$ cat src/rtl/uart_pkg.sv
// Shared UART definitions: frame geometry, parity mode and receiver states.
package uart_pkg;

    localparam int UART_DATA_BITS = 8;
    localparam bit UART_PARITY_EVEN = 1'b1;

    typedef enum logic [2:0] {
        ST_IDLE,
        ST_START,
        ST_DATA,
        ST_PARITY,
        ST_STOP,
        ST_DONE
    } rx_state_t;

    function automatic logic uart_parity(
        input logic [UART_DATA_BITS-1:0] data
    );
        return UART_PARITY_EVEN ? ^data : ~^data;
    endfunction

endpackage

$ cat src/rtl/uart_rx_sync.sv
// Two-flop synchronizer for an asynchronous serial line.
module uart_rx_sync #(
    parameter logic RESET_VAL = 1'b1
) (
    input  logic clk,
    input  logic rst,
    input  logic d,
    output logic q
);

    logic meta;

    always_ff @(posedge clk or posedge rst) begin
        if (rst) begin
            meta <= RESET_VAL;
            q    <= RESET_VAL;
        end else begin
            meta <= d;
            q    <= meta;
        end
    end

endmodule

$ cat src/rtl/uart_rx_fpga.sv
// UART receiver: 8 data bits LSB first, even parity, one stop bit.
module uart_rx_fpga
    import uart_pkg::*;
#(
    parameter int clksPerBit = 234
) (
    input  logic                      i_clkRx,
    input  logic                      i_reset,
    input  logic                      i_txBit,
    output logic                      o_rxFinished,
    output logic [UART_DATA_BITS-1:0] o_rxBits,
    output logic                      o_parityError
);

    localparam int CW = $clog2(clksPerBit);
    localparam int IW = $clog2(UART_DATA_BITS);
    localparam logic [CW-1:0] HALF_CNT = CW'(clksPerBit / 2);
    localparam logic [CW-1:0] LAST_CNT = CW'(clksPerBit - 1);
    localparam logic [IW-1:0] IDX_LAST = IW'(UART_DATA_BITS - 1);

    rx_state_t                 state;
    logic [CW-1:0]             cnt;
    logic [IW-1:0]             bit_idx;
    logic [UART_DATA_BITS-1:0] shift_reg;
    logic                      parity_bit;
    logic                      rx_sync;

    uart_rx_sync #(
        .RESET_VAL(1'b1)
    ) u_sync (
        .clk(i_clkRx),
        .rst(i_reset),
        .d  (i_txBit),
        .q  (rx_sync)
    );

    always_ff @(posedge i_clkRx or posedge i_reset) begin
        if (i_reset) begin
            state         <= ST_IDLE;
            cnt           <= '0;
            bit_idx       <= '0;
            shift_reg     <= '0;
            parity_bit    <= 1'b0;
            o_rxFinished  <= 1'b0;
            o_rxBits      <= '0;
            o_parityError <= 1'b0;
        end else begin
            unique case (state)
                ST_IDLE: begin
                    cnt <= '0;
                    if (!rx_sync) begin
                        state <= ST_START;
                    end
                end
                ST_START: begin
                    if (cnt == HALF_CNT) begin
                        cnt     <= '0;
                        bit_idx <= '0;
                        state   <= rx_sync ? ST_IDLE : ST_DATA;
                    end else begin
                        cnt <= cnt + 1'b1;
                    end
                end
                ST_DATA: begin
                    if (cnt == LAST_CNT) begin
                        cnt                <= '0;
                        shift_reg[bit_idx] <= rx_sync;
                        if (bit_idx == IDX_LAST) begin
                            state <= ST_PARITY;
                        end else begin
                            bit_idx <= bit_idx + 1'b1;
                        end
                    end else begin
                        cnt <= cnt + 1'b1;
                    end
                end
                ST_PARITY: begin
                    if (cnt == LAST_CNT) begin
                        cnt        <= '0;
                        parity_bit <= rx_sync;
                        state      <= ST_STOP;
                    end else begin
                        cnt <= cnt + 1'b1;
                    end
                end
                // A low stop sample is deliberately not treated as an error.
                ST_STOP: begin
                    if (cnt == LAST_CNT) begin
                        cnt           <= '0;
                        o_rxBits      <= shift_reg;
                        o_parityError <= parity_bit ^ uart_parity(shift_reg);
                        o_rxFinished  <= 1'b1;
                        state         <= ST_DONE;
                    end else begin
                        cnt <= cnt + 1'b1;
                    end
                end
                // A low line here is the next start bit: go straight to START.
                ST_DONE: begin
                    if (!rx_sync) begin
                        o_rxFinished <= 1'b0;
                        cnt          <= '0;
                        state        <= ST_START;
                    end else if (cnt == LAST_CNT) begin
                        o_rxFinished <= 1'b0;
                        cnt          <= '0;
                        state        <= ST_IDLE;
                    end else begin
                        cnt <= cnt + 1'b1;
                    end
                end
                default: begin
                    state <= ST_IDLE;
                    cnt   <= '0;
                end
            endcase
        end
    end

endmodule

$ cat config.mk
export PLATFORM = sky130hd
export DESIGN_NAME = uart_rx_fpga
export DESIGN_NICKNAME = d
export VERILOG_FILES = /design/src/rtl/uart_pkg.sv /design/src/rtl/uart_rx_sync.sv /design/src/rtl/uart_rx_fpga.sv
export SDC_FILE = /design/constraint.sdc
export NUM_CORES = 1
export LEC_CHECK = 0
export ABC_CLOCK_PERIOD_IN_PS = 3400
export CAP_MARGIN = 10
export CORE_AREA = 10 10 74 76
export CTS_BUF_LIST = sky130_fd_sc_hd__clkbuf_8 sky130_fd_sc_hd__clkbuf_16
export DETAILED_ROUTE_END_ITERATION = 8
export DIE_AREA = 0 0 84 86
export DONT_BUFFER_PORTS = 1
export HOLD_SLACK_MARGIN = 0.03
export SETUP_SLACK_MARGIN = 0.5
export SYNTH_ARGS = -nofsm -noshare
export SYNTH_HDL_FRONTEND = slang
export SYNTH_SLANG_ARGS = --single-unit
export TNS_END_PERCENT = 5
$ cat constraint.sdc
create_clock -name i_clkRx -period 3.4 [get_ports i_clkRx]
set_clock_uncertainty 0.2 [all_clocks]
set_input_delay 1.02 -clock i_clkRx [delete_from_list [all_inputs] [get_ports i_clkRx]]
set_output_delay 1.02 -clock i_clkRx [all_outputs]
set_load 0.02 [all_outputs]
Word level (Yosys, flattened, before mapping)
Index checks and enable logic that the tools add are counted.
Storage, ports and cells
  bits in registers: 35
  input bits: 3
  output and inout port bits: 10
Operators by class
  add/sub/neg operators: 2
  $lt $le $gt $ge: 2
  equality and inequality tests: 16
  muxes and demuxes: 25
  bitwise operators: 1
  reductions and logical operators: 12
Operators by type and width (count)
  two-way mux 3 bit: 11
  two-way mux 8 bit: 3
  one-hot mux 8 bit (3 select lines): 1
  one-hot mux 3 bit (6 select lines): 1
  inequality test 2 bit, second input constant: 7
  == test 3 bit, second input constant: 3
  adder 8 x 1 -> 8 bit, second input constant: 1
  bitwise mux 8 bit: 1
  == test 8 x 7 -> 1 bit, second input constant: 1
  == test 8 bit, second input constant: 1
  XOR reduction 8 bit: 1
  AND reduction 7 bit: 1
  == test 3 x 2 -> 1 bit, second input constant: 2
  one-hot mux 3 bit (2 select lines): 1
  AND reduction 2 bit: 3
  less-than comparator 3 x 4 -> 1 bit, second input constant: 1
  two-way mux 1 bit: 4
  AND reduction 4 bit: 1
  nonzero test 2 bit: 2
  adder 3 x 1 -> 3 bit, second input constant: 1
  demux 1 bit (select 3 bit): 1
  == test 3 x 1 -> 1 bit, second input constant: 1
  greater-or-equal comparator 3 x 1 -> 1 bit, second input constant: 1
  logical NOT 3 bit: 1
  7 further kinds: 7

Logic depth before layout (Yosys ltp)
  depth after elaboration: 5
  mapped depth: 7

By module
A second synthesis with hierarchy kept.
Unflattened totals
  cell total of the unflattened synthesis: 154
  area total of the unflattened synthesis: 1814.2 µm²
By module, submodules not included
  uart_rx_fpga: times used 1, cells an instance 151, area each 1757.9 µm², sequential area each 825.8 µm²
  uart_rx_sync: times used 1, cells an instance 3, area each 56.3 µm², sequential area each 52.6 µm²

Worst setup path before layout
Ideal clock, no wire load.
  path kind: reg-to-reg
  from: register cnt[1]
  to: register shift_reg[4]
  data arrival time: 1.887 ns
  data required time: 3.072 ns
  setup slack: 1.186 ns
  stages on the path, launching flop included: 7
  path buffers: 0
  period minus slack after synthesis: 2.214 ns
  cells stage by stage: dfrtp_1 inv_1 ha_1 nand3_2 or4_4 nor4b_2 mux2_1
Between the ends
  cells in the longest elaborated chain, start to end: 2
RTL lines
  start: declaration: line uart_rx_fpga.sv:22  | logic [CW-1:0] cnt;
  start signal: assignment: line uart_rx_fpga.sv:61  | cnt <= cnt + 1'b1;
  start signal: assignment: line uart_rx_fpga.sv:74  | cnt <= cnt + 1'b1;
  start signal: assignment: line uart_rx_fpga.sv:83  | cnt <= cnt + 1'b1;
  == test 8 bit: line uart_rx_fpga.sv:65  | if (cnt == LAST_CNT) begin
  AND reduction 2 bit (no source line)
  end signal: indexed assignment: line uart_rx_fpga.sv:67  | shift_reg[bit_idx] <= rx_sync;
  end: declaration: line uart_rx_fpga.sv:24  | logic [UART_DATA_BITS-1:0] shift_reg;
No other way between the ends.
A chain may end at the register's enable or synchronous reset.

Worst setup path in the final report
  from: register cnt[2]
  to: register shift_reg[2]
Same word-level chain as after synthesis.

==> impl_metrics.env <==
export IMPL_seqPwrFrac=0.579
export IMPL_ant_nets=0
export IMPL_synthMostInstantiatedCell="dfrtp_1"
export IMPL_pwr_share_clk=0.406
export IMPL_syn_to_final_growth_pct=7.30
export IMPL_cts_root_buf="clkbuf_8"
export IMPL_wl_mm=3.11
export IMPL_cts_setup_buffers=0
export IMPL_switching_share=0.225
export IMPL_yosys_top_cells_count="dfrtp_1 (33), mux2_2 (18), a21oi_1 (10), nor2_1 (10), xnor2_1 (9)"
export IMPL_layout_nets=156
export IMPL_rsz0062_at_grt="false"
export IMPL_yosys_warnings=0
export IMPL_critical_path_peak_fanout=7
export IMPL_hold_ws_ns=0.157
export IMPL_syn_nets=157
export IMPL_track_usage=0.0894
export IMPL_cts_repair_resized=0
export IMPL_seq_area_frac_synth=0.502
export IMPL_antenna_found_initial=0
export IMPL_dr_pass1_iters=4
export IMPL_hp_class="reg2reg"
export IMPL_critPathArrivalTime_ns=2.41
export IMPL_htreeDepth=2
export IMPL_finalHoldViolCount=0
export IMPL_cts_sinks=35
export IMPL_fin_total_pwr_mw=0.726
export IMPL_synth_edf_count=0
export IMPL_fmax_mhz=410
export IMPL_fp_row_count=23
export IMPL_slew_headroom=0.491
export IMPL_netlist_area_leader_share=0.472
export IMPL_synth_area_leader_cell="dfrtp_1"
export IMPL_gp_congestion=0.842
export IMPL_netlist_top_cells_area="dfrtp_1 (47%), mux2_2 (12%), xnor2_1 (4.5%)"
export IMPL_p_sw_mw=0.164
export IMPL_setup_slack_ns=0.962
export IMPL_cts_tree="done"
export IMPL_grt_pass1_wl_mm=5.33
export IMPL_die_area_um2=7220
export IMPL_async_flop_share=1.00
export IMPL_coreArea_um2=3970
export IMPL_ys_ff_latch=35
export IMPL_die_w_um=84
export IMPL_vias_per_cell=5.57
export IMPL_dp_slack_ns=0.963
export IMPL_final_setup_tns_ns=0
export IMPL_place_inst=192
export IMPL_tightest_slew_ns=0.762
export IMPL_clock_path_buffers=2
export IMPL_port_buffers=0
export IMPL_cts_made_buffers=5
export IMPL_post_route_util=0.473
export IMPL_vias=1113
export IMPL_syn_area_um2=1750
export IMPL_dpl_cell_area_um2=1790
export IMPL_critPathKind="reg2reg"
export IMPL_place_hpwl_mm=2.23
export IMPL_overflow=0
export IMPL_fp_dieH_um=86
export IMPL_leakage_nw=0.833
export IMPL_instances_no_fill=200
export IMPL_initial_utilization=0.440
export IMPL_worstRegToRegCells=4
export IMPL_drive_gt1_frac=0.233
export IMPL_max_cap_violations=0
export IMPL_critPathRequiredTime_ns=3.37
export IMPL_p_int_mw=0.563
export IMPL_hold_buffers=0
export IMPL_status="completed"
export IMPL_hold_depth=0
export IMPL_period_share=0.717
export IMPL_cp_start_kind="flop"
export IMPL_drt_first_iter_violations=74
export IMPL_powerDensity_nw_per_um2=387
export IMPL_rrSetupSlack_ns=0.96
export IMPL_syn_avg_cell_area_um2=11.7
export IMPL_grt_pass1_vias=1118
export IMPL_drcViolationCount=0
export IMPL_clkTransAtPathRegs_ns=0.07
export IMPL_ios=13
export IMPL_final_setup_viol_count=0
export IMPL_clk_latency_ns=0.29
export IMPL_grt_max_degree=21
export IMPL_synth_distinct_cells=41
export IMPL_num_antenna_cells=0
export IMPL_synthCells=150
export IMPL_drv_slew=0
export IMPL_post_route_cell_area_um2=1880
export IMPL_critPathCaptureType="flop"
export IMPL_p_comb_frac=0.015
export IMPL_min_period_ns=2.44
export IMPL_synth_ff_type="dfrtp_1"
export IMPL_ir_drop_mv=0.195
export IMPL_wire_per_inst_um=15.6
final cells by class:
class,instances,area [µm²]
clock buffer,5,68.8
clock inverter,3,20.0
fill,372,2090
inverter,4,15.0
multi-input combinational,101,817
sequential,35,878
tap,50,62.6
timing repair buffer,2,15.0
final timing paths:
path                             start           end
min in group asynchronous      i_reset    bit_idx[2]
max reg2reg                     cnt[2]  shift_reg[2]
min                        u_sync.meta      u_sync.q
max in group asynchronous      i_reset  shift_reg[2]
max                             cnt[2]  shift_reg[2]
min reg2reg                u_sync.meta      u_sync.q
worst max-delay path, cell delays in order, from the launching register on:
cell	delay, ns
dfrtp_1	0.44
nand4bb_1	0.41
or4_4	0.63
nor4b_2	0.28
mux2_2	0.37
layout by cell type, fill, tap and decap left out, types with 2 or more instances in the layout:
cell type | netlist | routed
xor2_1 | 3 | 3
nand3_1 | 5 | 5
o21ai_0 | 3 | 3
nand4b_1 | 2 | 2
nand2b_1 | 3 | 3
clkbuf_8 | 0 | 5
nor2_1 | 10 | 10
nor3_1 | 3 | 3
ha_1 | 4 | 4
nor4_1 | 2 | 2
mux2_2 | 18 | 18
a21oi_1 | 10 | 10
a22o_1 | 2 | 2
inv_1 | 4 | 4
nand2_1 | 5 | 5
clkinvlp_4 | 0 | 2
xnor2_1 | 9 | 9
dfstp_2 | 2 | 2
nor4b_2 | 2 | 2
dfrtp_1 | 33 | 33
buf_4 | 0 | 2
power by group through the flow:
| stage | sequential [mW] | combinational [mW] | clock, mW |
|---|---|---|---|
| 6_report | 0.421 | 0.0108 | 0.295 |
| 4_1_cts | 0.421 | 0.0116 | 0.312 |
| 5_1_grt | 0.421 | 0.0127 | 0.335 |
| 3_5_place_dp | 0.429 | 0.0116 | 0 |
| 2_1_floorplan | 0.427 | 0.00901 | 0 |
| 3_3_place_gp | 0.429 | 0.0110 | 0 |
metal layers:
layer,global-route usage,vias to the layer above,share of wire
met2,0.157,22,0.51
met1,0.0934,553,0.43
met3,0.0397,5,0.048
li1,-,533,-
met4,0.0289,0,0.010
met5,0,-,0
logic make-up after synthesis:
family | Yosys count | share of synthesized area
xor gates and xnor gates | 13 | 0.0730
muxes | 19 | 0.122
and+or+nand+nor | 42 | 0.157
adders and majority gates | 5 | 0.0343
DFF | 35 | 0.502
buffers and inverters | 14 | 0.0308
AOI/OAI and AO/OA | 22 | 0.0801
(Power assumes the default switching activity.)
